`src/rtl/dial_pkg.sv`:
```
// Shared types and the quadrature transition decoder for the rotary dial counter.
package dial_pkg;

    localparam int DIAL_COUNT_W = 8;

    typedef logic [DIAL_COUNT_W-1:0] dial_count_t;

    typedef enum logic [1:0] {
        Q00 = 2'b00,
        Q01 = 2'b01,
        Q11 = 2'b11,
        Q10 = 2'b10
    } quad_state_t;

    typedef struct packed {
        logic signed [1:0] delta;
        logic              illegal;
    } quad_step_t;

    // Position of a state along the clockwise Gray cycle 00 -> 01 -> 11 -> 10.
    function automatic logic [1:0] gray_index(input quad_state_t s);
        case (s)
            Q00:     gray_index = 2'd0;
            Q01:     gray_index = 2'd1;
            Q11:     gray_index = 2'd2;
            default: gray_index = 2'd3;
        endcase
    endfunction

    function automatic quad_step_t quad_delta(input quad_state_t prev, input quad_state_t cur);
        logic [1:0] diff;
        quad_step_t r;
        diff      = gray_index(cur) - gray_index(prev);
        r.delta   = 2'sd0;
        r.illegal = 1'b0;
        case (diff)
            2'd1:    r.delta   = 2'sd1;
            2'd3:    r.delta   = -2'sd1;
            2'd2:    r.illegal = 1'b1;
            default: r.delta   = 2'sd0;
        endcase
        return r;
    endfunction

endpackage

```
`src/rtl/dial_debounce.sv`:
```
// Two-flop synchroniser followed by a consecutive-cycle debounce filter for one dial channel.
module dial_debounce #(
    parameter int DEBOUNCE_CYCLES = 50000
) (
    input  logic clk_i,
    input  logic rst_ni,
    input  logic pin_i,
    output logic filt_o
);

    localparam int CNT_W = (DEBOUNCE_CYCLES > 1) ? $clog2(DEBOUNCE_CYCLES) : 1;
    localparam logic [CNT_W-1:0] CNT_MAX = CNT_W'(DEBOUNCE_CYCLES - 1);

    logic             sync1_q;
    logic             sync_q;
    logic             filt_q, filt_d;
    logic [CNT_W-1:0] cnt_q, cnt_d;

    always_comb begin
        cnt_d  = cnt_q;
        filt_d = filt_q;
        if (sync_q == filt_q) begin
            cnt_d = '0;
        end else if (cnt_q == CNT_MAX) begin
            filt_d = sync_q;
            cnt_d  = '0;
        end else begin
            cnt_d = cnt_q + CNT_W'(1);
        end
    end

    always_ff @(posedge clk_i or negedge rst_ni) begin
        if (!rst_ni) begin
            sync1_q <= 1'b0;
            sync_q  <= 1'b0;
            filt_q  <= 1'b0;
            cnt_q   <= '0;
        end else begin
            sync1_q <= pin_i;
            sync_q  <= sync1_q;
            filt_q  <= filt_d;
            cnt_q   <= cnt_d;
        end
    end

    assign filt_o = filt_q;

endmodule

```
`src/rtl/rotary_dial_counter.sv`:
```
// Rotary dial front end: debounced quadrature decode into an 8-bit position count.
// Define DIAL_SATURATE_EN to clamp the count at 0/255 instead of wrapping modulo 256.
module rotary_dial_counter
    import dial_pkg::*;
#(
    parameter int          DEBOUNCE_CYCLES = 50000,
    parameter int          STEPS_PER_COUNT = 4,
    parameter dial_count_t RESET_COUNT     = 8'd0
) (
    input  logic        clk_clk,
    input  logic        reset_reset_n,
    input  logic        dial_a,
    input  logic        dial_b,
    output dial_count_t count,
    output logic        step_pulse,
    output logic        dir,
    output logic        error_pulse
);

    localparam logic signed [3:0] STEP_POS = 4'(STEPS_PER_COUNT);
    localparam logic signed [3:0] STEP_NEG = 4'(-STEPS_PER_COUNT);

    logic              filt_a, filt_b;
    quad_state_t       cur_state;
    quad_state_t       prev_q;
    quad_step_t        qstep;
    logic signed [3:0] acc_sum;

    logic signed [2:0] acc_q, acc_d;
    dial_count_t       count_q, count_d;
    logic              dir_q, dir_d;
    logic              step_q, step_d;
    logic              err_q, err_d;

    dial_debounce #(.DEBOUNCE_CYCLES(DEBOUNCE_CYCLES)) u_deb_a (
        .clk_i  (clk_clk),
        .rst_ni (reset_reset_n),
        .pin_i  (dial_a),
        .filt_o (filt_a)
    );

    dial_debounce #(.DEBOUNCE_CYCLES(DEBOUNCE_CYCLES)) u_deb_b (
        .clk_i  (clk_clk),
        .rst_ni (reset_reset_n),
        .pin_i  (dial_b),
        .filt_o (filt_b)
    );

    assign cur_state = quad_state_t'({filt_a, filt_b});

    always_comb begin
        qstep   = quad_delta(prev_q, cur_state);
        // Widened by one bit so a full detent of +/-4 is representable before it clears.
        acc_sum = $signed({acc_q[2], acc_q}) + $signed({{2{qstep.delta[1]}}, qstep.delta});
        acc_d   = acc_q;
        count_d = count_q;
        dir_d   = dir_q;
        step_d  = 1'b0;
        err_d   = 1'b0;
        if (qstep.illegal) begin
            err_d = 1'b1;
        end else if (qstep.delta != 2'sd0) begin
            if (acc_sum == STEP_POS) begin
                acc_d = '0;
                dir_d = 1'b1;
`ifdef DIAL_SATURATE_EN
                if (count_q != 8'hFF) begin
                    count_d = count_q + 8'd1;
                    step_d  = 1'b1;
                end
`else
                count_d = count_q + 8'd1;
                step_d  = 1'b1;
`endif
            end else if (acc_sum == STEP_NEG) begin
                acc_d = '0;
                dir_d = 1'b0;
`ifdef DIAL_SATURATE_EN
                if (count_q != 8'h00) begin
                    count_d = count_q - 8'd1;
                    step_d  = 1'b1;
                end
`else
                count_d = count_q - 8'd1;
                step_d  = 1'b1;
`endif
            end else begin
                acc_d = acc_sum[2:0];
            end
        end
    end

    always_ff @(posedge clk_clk or negedge reset_reset_n) begin
        if (!reset_reset_n) begin
            prev_q  <= Q00;
            acc_q   <= '0;
            count_q <= RESET_COUNT;
            dir_q   <= 1'b0;
            step_q  <= 1'b0;
            err_q   <= 1'b0;
        end else begin
            prev_q  <= cur_state;
            acc_q   <= acc_d;
            count_q <= count_d;
            dir_q   <= dir_d;
            step_q  <= step_d;
            err_q   <= err_d;
        end
    end

    assign count       = count_q;
    assign dir         = dir_q;
    assign step_pulse  = step_q;
    assign error_pulse = err_q;

endmodule

```
`config.mk`:
```
export PLATFORM = sky130hd
export DESIGN_NAME = rotary_dial_counter
export DESIGN_NICKNAME = d
export VERILOG_FILES = /design/src/rtl/dial_pkg.sv /design/src/rtl/dial_debounce.sv /design/src/rtl/rotary_dial_counter.sv
export SDC_FILE = /design/constraint.sdc
export NUM_CORES = 1
export LEC_CHECK = 0
export ABC_AREA = 1
export CAP_MARGIN = 20
export CORE_MARGIN = 2
export CORE_UTILIZATION = 45
export CTS_BUF_LIST = sky130_fd_sc_hd__clkbuf_2 sky130_fd_sc_hd__clkbuf_4 sky130_fd_sc_hd__clkbuf_8
export DETAILED_ROUTE_END_ITERATION = 10
export PLACE_DENSITY = 0.72
export SYNTH_ARGS = -nofsm -noshare
export SYNTH_HDL_FRONTEND = slang
export SYNTH_SLANG_ARGS = --single-unit
```
`constraint.sdc`:
```
create_clock -name clk_clk -period 3.02 [get_ports clk_clk]
set_clock_uncertainty 0.2 [all_clocks]
set_input_delay 0.604 -clock clk_clk [delete_from_list [all_inputs] [get_ports clk_clk]]
set_output_delay 0.604 -clock clk_clk [all_outputs]
set_load 0.02 [all_outputs]
```
==> flow_summary.toml <==
[pwr]
ir_worst_vdd_uv = 222.7
power_frac_seq_pct = 60.7
swShare_pct = 23.17
switchingPower_mw = 0.2814
combPwrFrac_pct = 3.3
leakage_nw = 1.754
cell_internal_pwr_mw = 0.9331
clkPwrFrac_pct = 36.0
powerDensity_nw_per_um2 = 322.7

[timing]
rsz0062_at_grt = "yes"
finalCriticalPeriod_ns = 3.069
fin_ws_ns = -0.04897
worst_pin_slew_ns = 0.9350
max_freq_mhz = 325.8
setup_viol = 3
period_share_pct = 101.6
slew_headroom_pct = 37.67
hold_viol_final = 0
slew_viol_final = 0
totalNegativeSetupSlack_ns = -0.1158

[yosys]
synth_top_family_by_area = "simple AND/OR/NAND/NOR gates"
synth_compound_area_share_pct = 6.489
synthAdderAreaFrac_pct = 5.587
synth.top_cell.area_share_pct = 46.41
ys_ff_latch = 54
synth.area.mux_share_pct = 0.7735
async_flop_share_pct = 100.0
post-synth-top-area-cell = "dfrtp_1"
synth-edff-count = 0
yosysSeqAreaShare_pct = 46.41
syn_inst = 349
yosys.area_share.simple_pct = 29.14
synth-xor-area-share_pct = 3.825
synthTopCellsByArea = "dfrtp_1 (46%), nand2_1 (9.2%), inv_1 (7.0%), ha_1 (5.6%), nand3_1 (4.1%)"
synth_nets = 366
synth_flop_cell = "dfrtp_1"
ys_types = 35
syn_area_um2 = 2912
avgSynthCellArea_um2 = 8.343
ys_warn_count = 0

[grt]
grt_pass1_vias = 2383
antenna_found_initial = 0
grt_usage_pct = 17.22
overflow = 0
grt_pass1_wl_um = 10120
grt_max_degree = 44

[setup_path]
rr_worst_depth = 17
worst-setup-path-type = "register to register"
crit_path_max_fanout = 6
cp_data_required_time_ns = 3.03
cp-end-kind = "register"
crit_arrival_ns = 3.08
critPathLaunchType = "register"

[clock_tree]
cts_tree = "done"
htree_levels = 2
cts_root_buf = "clkbuf_8"
cts_buffers = 5
cts.clk_slew.worst_paths_ns = 0.10
clk_path_buf_depth = 2
clk_latency_ns = 0.31
cts_sinks = 54
postCtsHoldBufs = 0

[finish]
final_nets = 412
n_antenna_cell = 0
mostFrequentLayoutCells = "nand2_1 (61), dfrtp_1 (54), inv_1 (43), nor2_1 (28), buf_4 (23)"
fill_cells = 543
drive_gt1_share_pct = 25.76
design_area_um2 = 3764
area_growth_pct = 29.27
final_common_cell = "nand2_1"

[floorplan]
core-area_um2 = 6314
dieArea_um2 = 7129
die_h_um = 84.44
rows = 29
die_w_um = 84.44
start_util_pct = 46.12
io_pins = 15

[run]
maxCapViolCount = 0

[status]
violations = "setup timing"
outcome = "finished, violations left"

[detailed_routing]
drt-total-wl_um = 6132
drc_errors = 0
vias = 2415
drt_iter0_drc = 116
ant_nets = 0
via_per_inst = 5.106
first_pass_iters = 4
avgRoutedWirePerCell_um = 12.96

[place]
place_hpwl_um = 3943
pre_cts_slack_ns = -0.2004
placed_cell_area_um2 = 3253
place.gp.congestion = 0.8926
portBuffers = 14

[hold_path]
min_path_cells = 0
holdCritPathClass = "register to register"
-- repair_timing --
item,4_1_cts,5_1_grt
gates cloned,0,0
setup endpoints to repair,6,7
gates resized for setup,34,35
pin swaps,23,18
buffers inserted,11,4
-- stage by stage --
| step | utilization (%) | hold WS, ns | cells | power, mW |
|---|---|---|---|---|
| finish | 59.61 | 0.1712 | 473 | 1.215 |
| global route | 59.61 | 0.1875 | 473 | 1.264 |
| CTS | 57.04 | 0.1771 | 469 | 1.235 |
| detailed placement | 51.53 | 0.1433 | 450 | 0.7932 |
| global placement | 51.53 | 0.1566 | 450 | 0.7920 |
| floorplan | - | 0.1084 | 349 | 0.7683 |
-- registers in the layout (all words and copies together), names as in the netlist --
name	count
u_deb_a.filt_o	1
error_pulse	1
u_deb_a.sync_q	1
u_deb_a.sync1_q	1
dir	1
step_pulse	1
u_deb_b.cnt_q	16
u_deb_a.cnt_q	16
u_deb_b.filt_o	1
u_deb_b.sync1_q	1
u_deb_b.sync_q	1
count	8
prev_q	2
acc_q	3
-- cell families (layout without fill, tap and decap cells) --
family,after synthesis,after routing
AND/OR/NAND/NOR,178,178
AO/OA/AOI/OAI,31,31
adder cells (fa/ha/maj),13,13
buffers and inverters,60,107
multiplexers,2,2
flip-flops,54,54
XOR/XNOR,11,11
-- routing by layer --
layer	share of wire [%]	up-vias	global-route usage (%)
met4	1.6	0	5.051
met5	0	-	0
met1	44	1148	20.76
met2	52	31	31.67
li1	-	1223	-
met3	2.1	13	2.753
-- path summary, 6_finish.rpt --
| kind | from | endpoint | slack (ns) |
|---|---|---|---|
| worst max-delay path | prev_q[1] | count[6] | -0.05 |
| worst min-delay path | u_deb_b.sync1_q | u_deb_b.sync_q | 0.17 |
| min in group asynchronous | reset_reset_n | u_deb_b.cnt_q[14] | 0.22 |
| worst max register to register | prev_q[1] | count[6] | -0.05 |
| max in group asynchronous | reset_reset_n | count[1] | 1.71 |
| worst min register to register | u_deb_b.sync1_q | u_deb_b.sync_q | 0.17 |
-- cell usage after synthesis, types with 2 or more instances --
| cell | number |
|---|---|
| nand3_1 | 24 |
| nor2_2 | 2 |
| xnor2_1 | 2 |
| ha_1 | 13 |
| nor3_1 | 17 |
| nor3b_1 | 12 |
| a21oi_1 | 12 |
| dfrtp_1 | 54 |
| mux2_2 | 2 |
| o21ai_1 | 2 |
| o21bai_1 | 2 |
| nand2_1 | 71 |
| nor2_1 | 30 |
| a31oi_1 | 2 |
| clkbuf_1 | 2 |
| nand2_2 | 7 |
| nor4_1 | 4 |
| inv_2 | 3 |
| nand4_1 | 5 |
| inv_1 | 54 |
| xor2_1 | 8 |
| o21ai_0 | 8 |
-- area by class of cell --
type | instances | area [µm²] | share of cell area (%)
Clock buffer | 6 | 82.58 | 2.194
Clock inverter | 2 | 16.27 | 0.4322
Inverter | 57 | 224.0 | 5.951
Multi-Input combinational cell | 235 | 1629 | 43.28
Sequential cell | 54 | 1351 | 35.90
Tap cell | 77 | 96.34 | 2.560
Timing Repair Buffer | 42 | 364.1 | 9.674
-- worst max-delay path: stages, from the launching register on --
cell and delay (ns):
dfrtp_1 0.42, ha_4 0.28, inv_2 0.04, ha_4 0.27
inv_4 0.05, ha_4 0.16, xnor3_2 0.42, nor2_8 0.16
nand2_8 0.10, buf_6 0.14, nand2_4 0.07, nand2_4 0.09
nor2_4 0.13, nand4_1 0.17, nand2_1 0.11, nand2_1 0.05
nand3_1 0.06, nand2_1 0.05
-- power groups by stage --
| stage | logic, mW | clock network, mW | registers, mW |
|---|---|---|---|
| detailed placement | 0.0412 | 0 | 0.752 |
| floorplan | 0.0175 | 0 | 0.751 |
| global placement | 0.0403 | 0 | 0.752 |
| finish | 0.0397 | 0.437 | 0.738 |
| global route | 0.0471 | 0.477 | 0.739 |
| CTS | 0.0416 | 0.455 | 0.738 |
(Power assumes the default switching activity.)
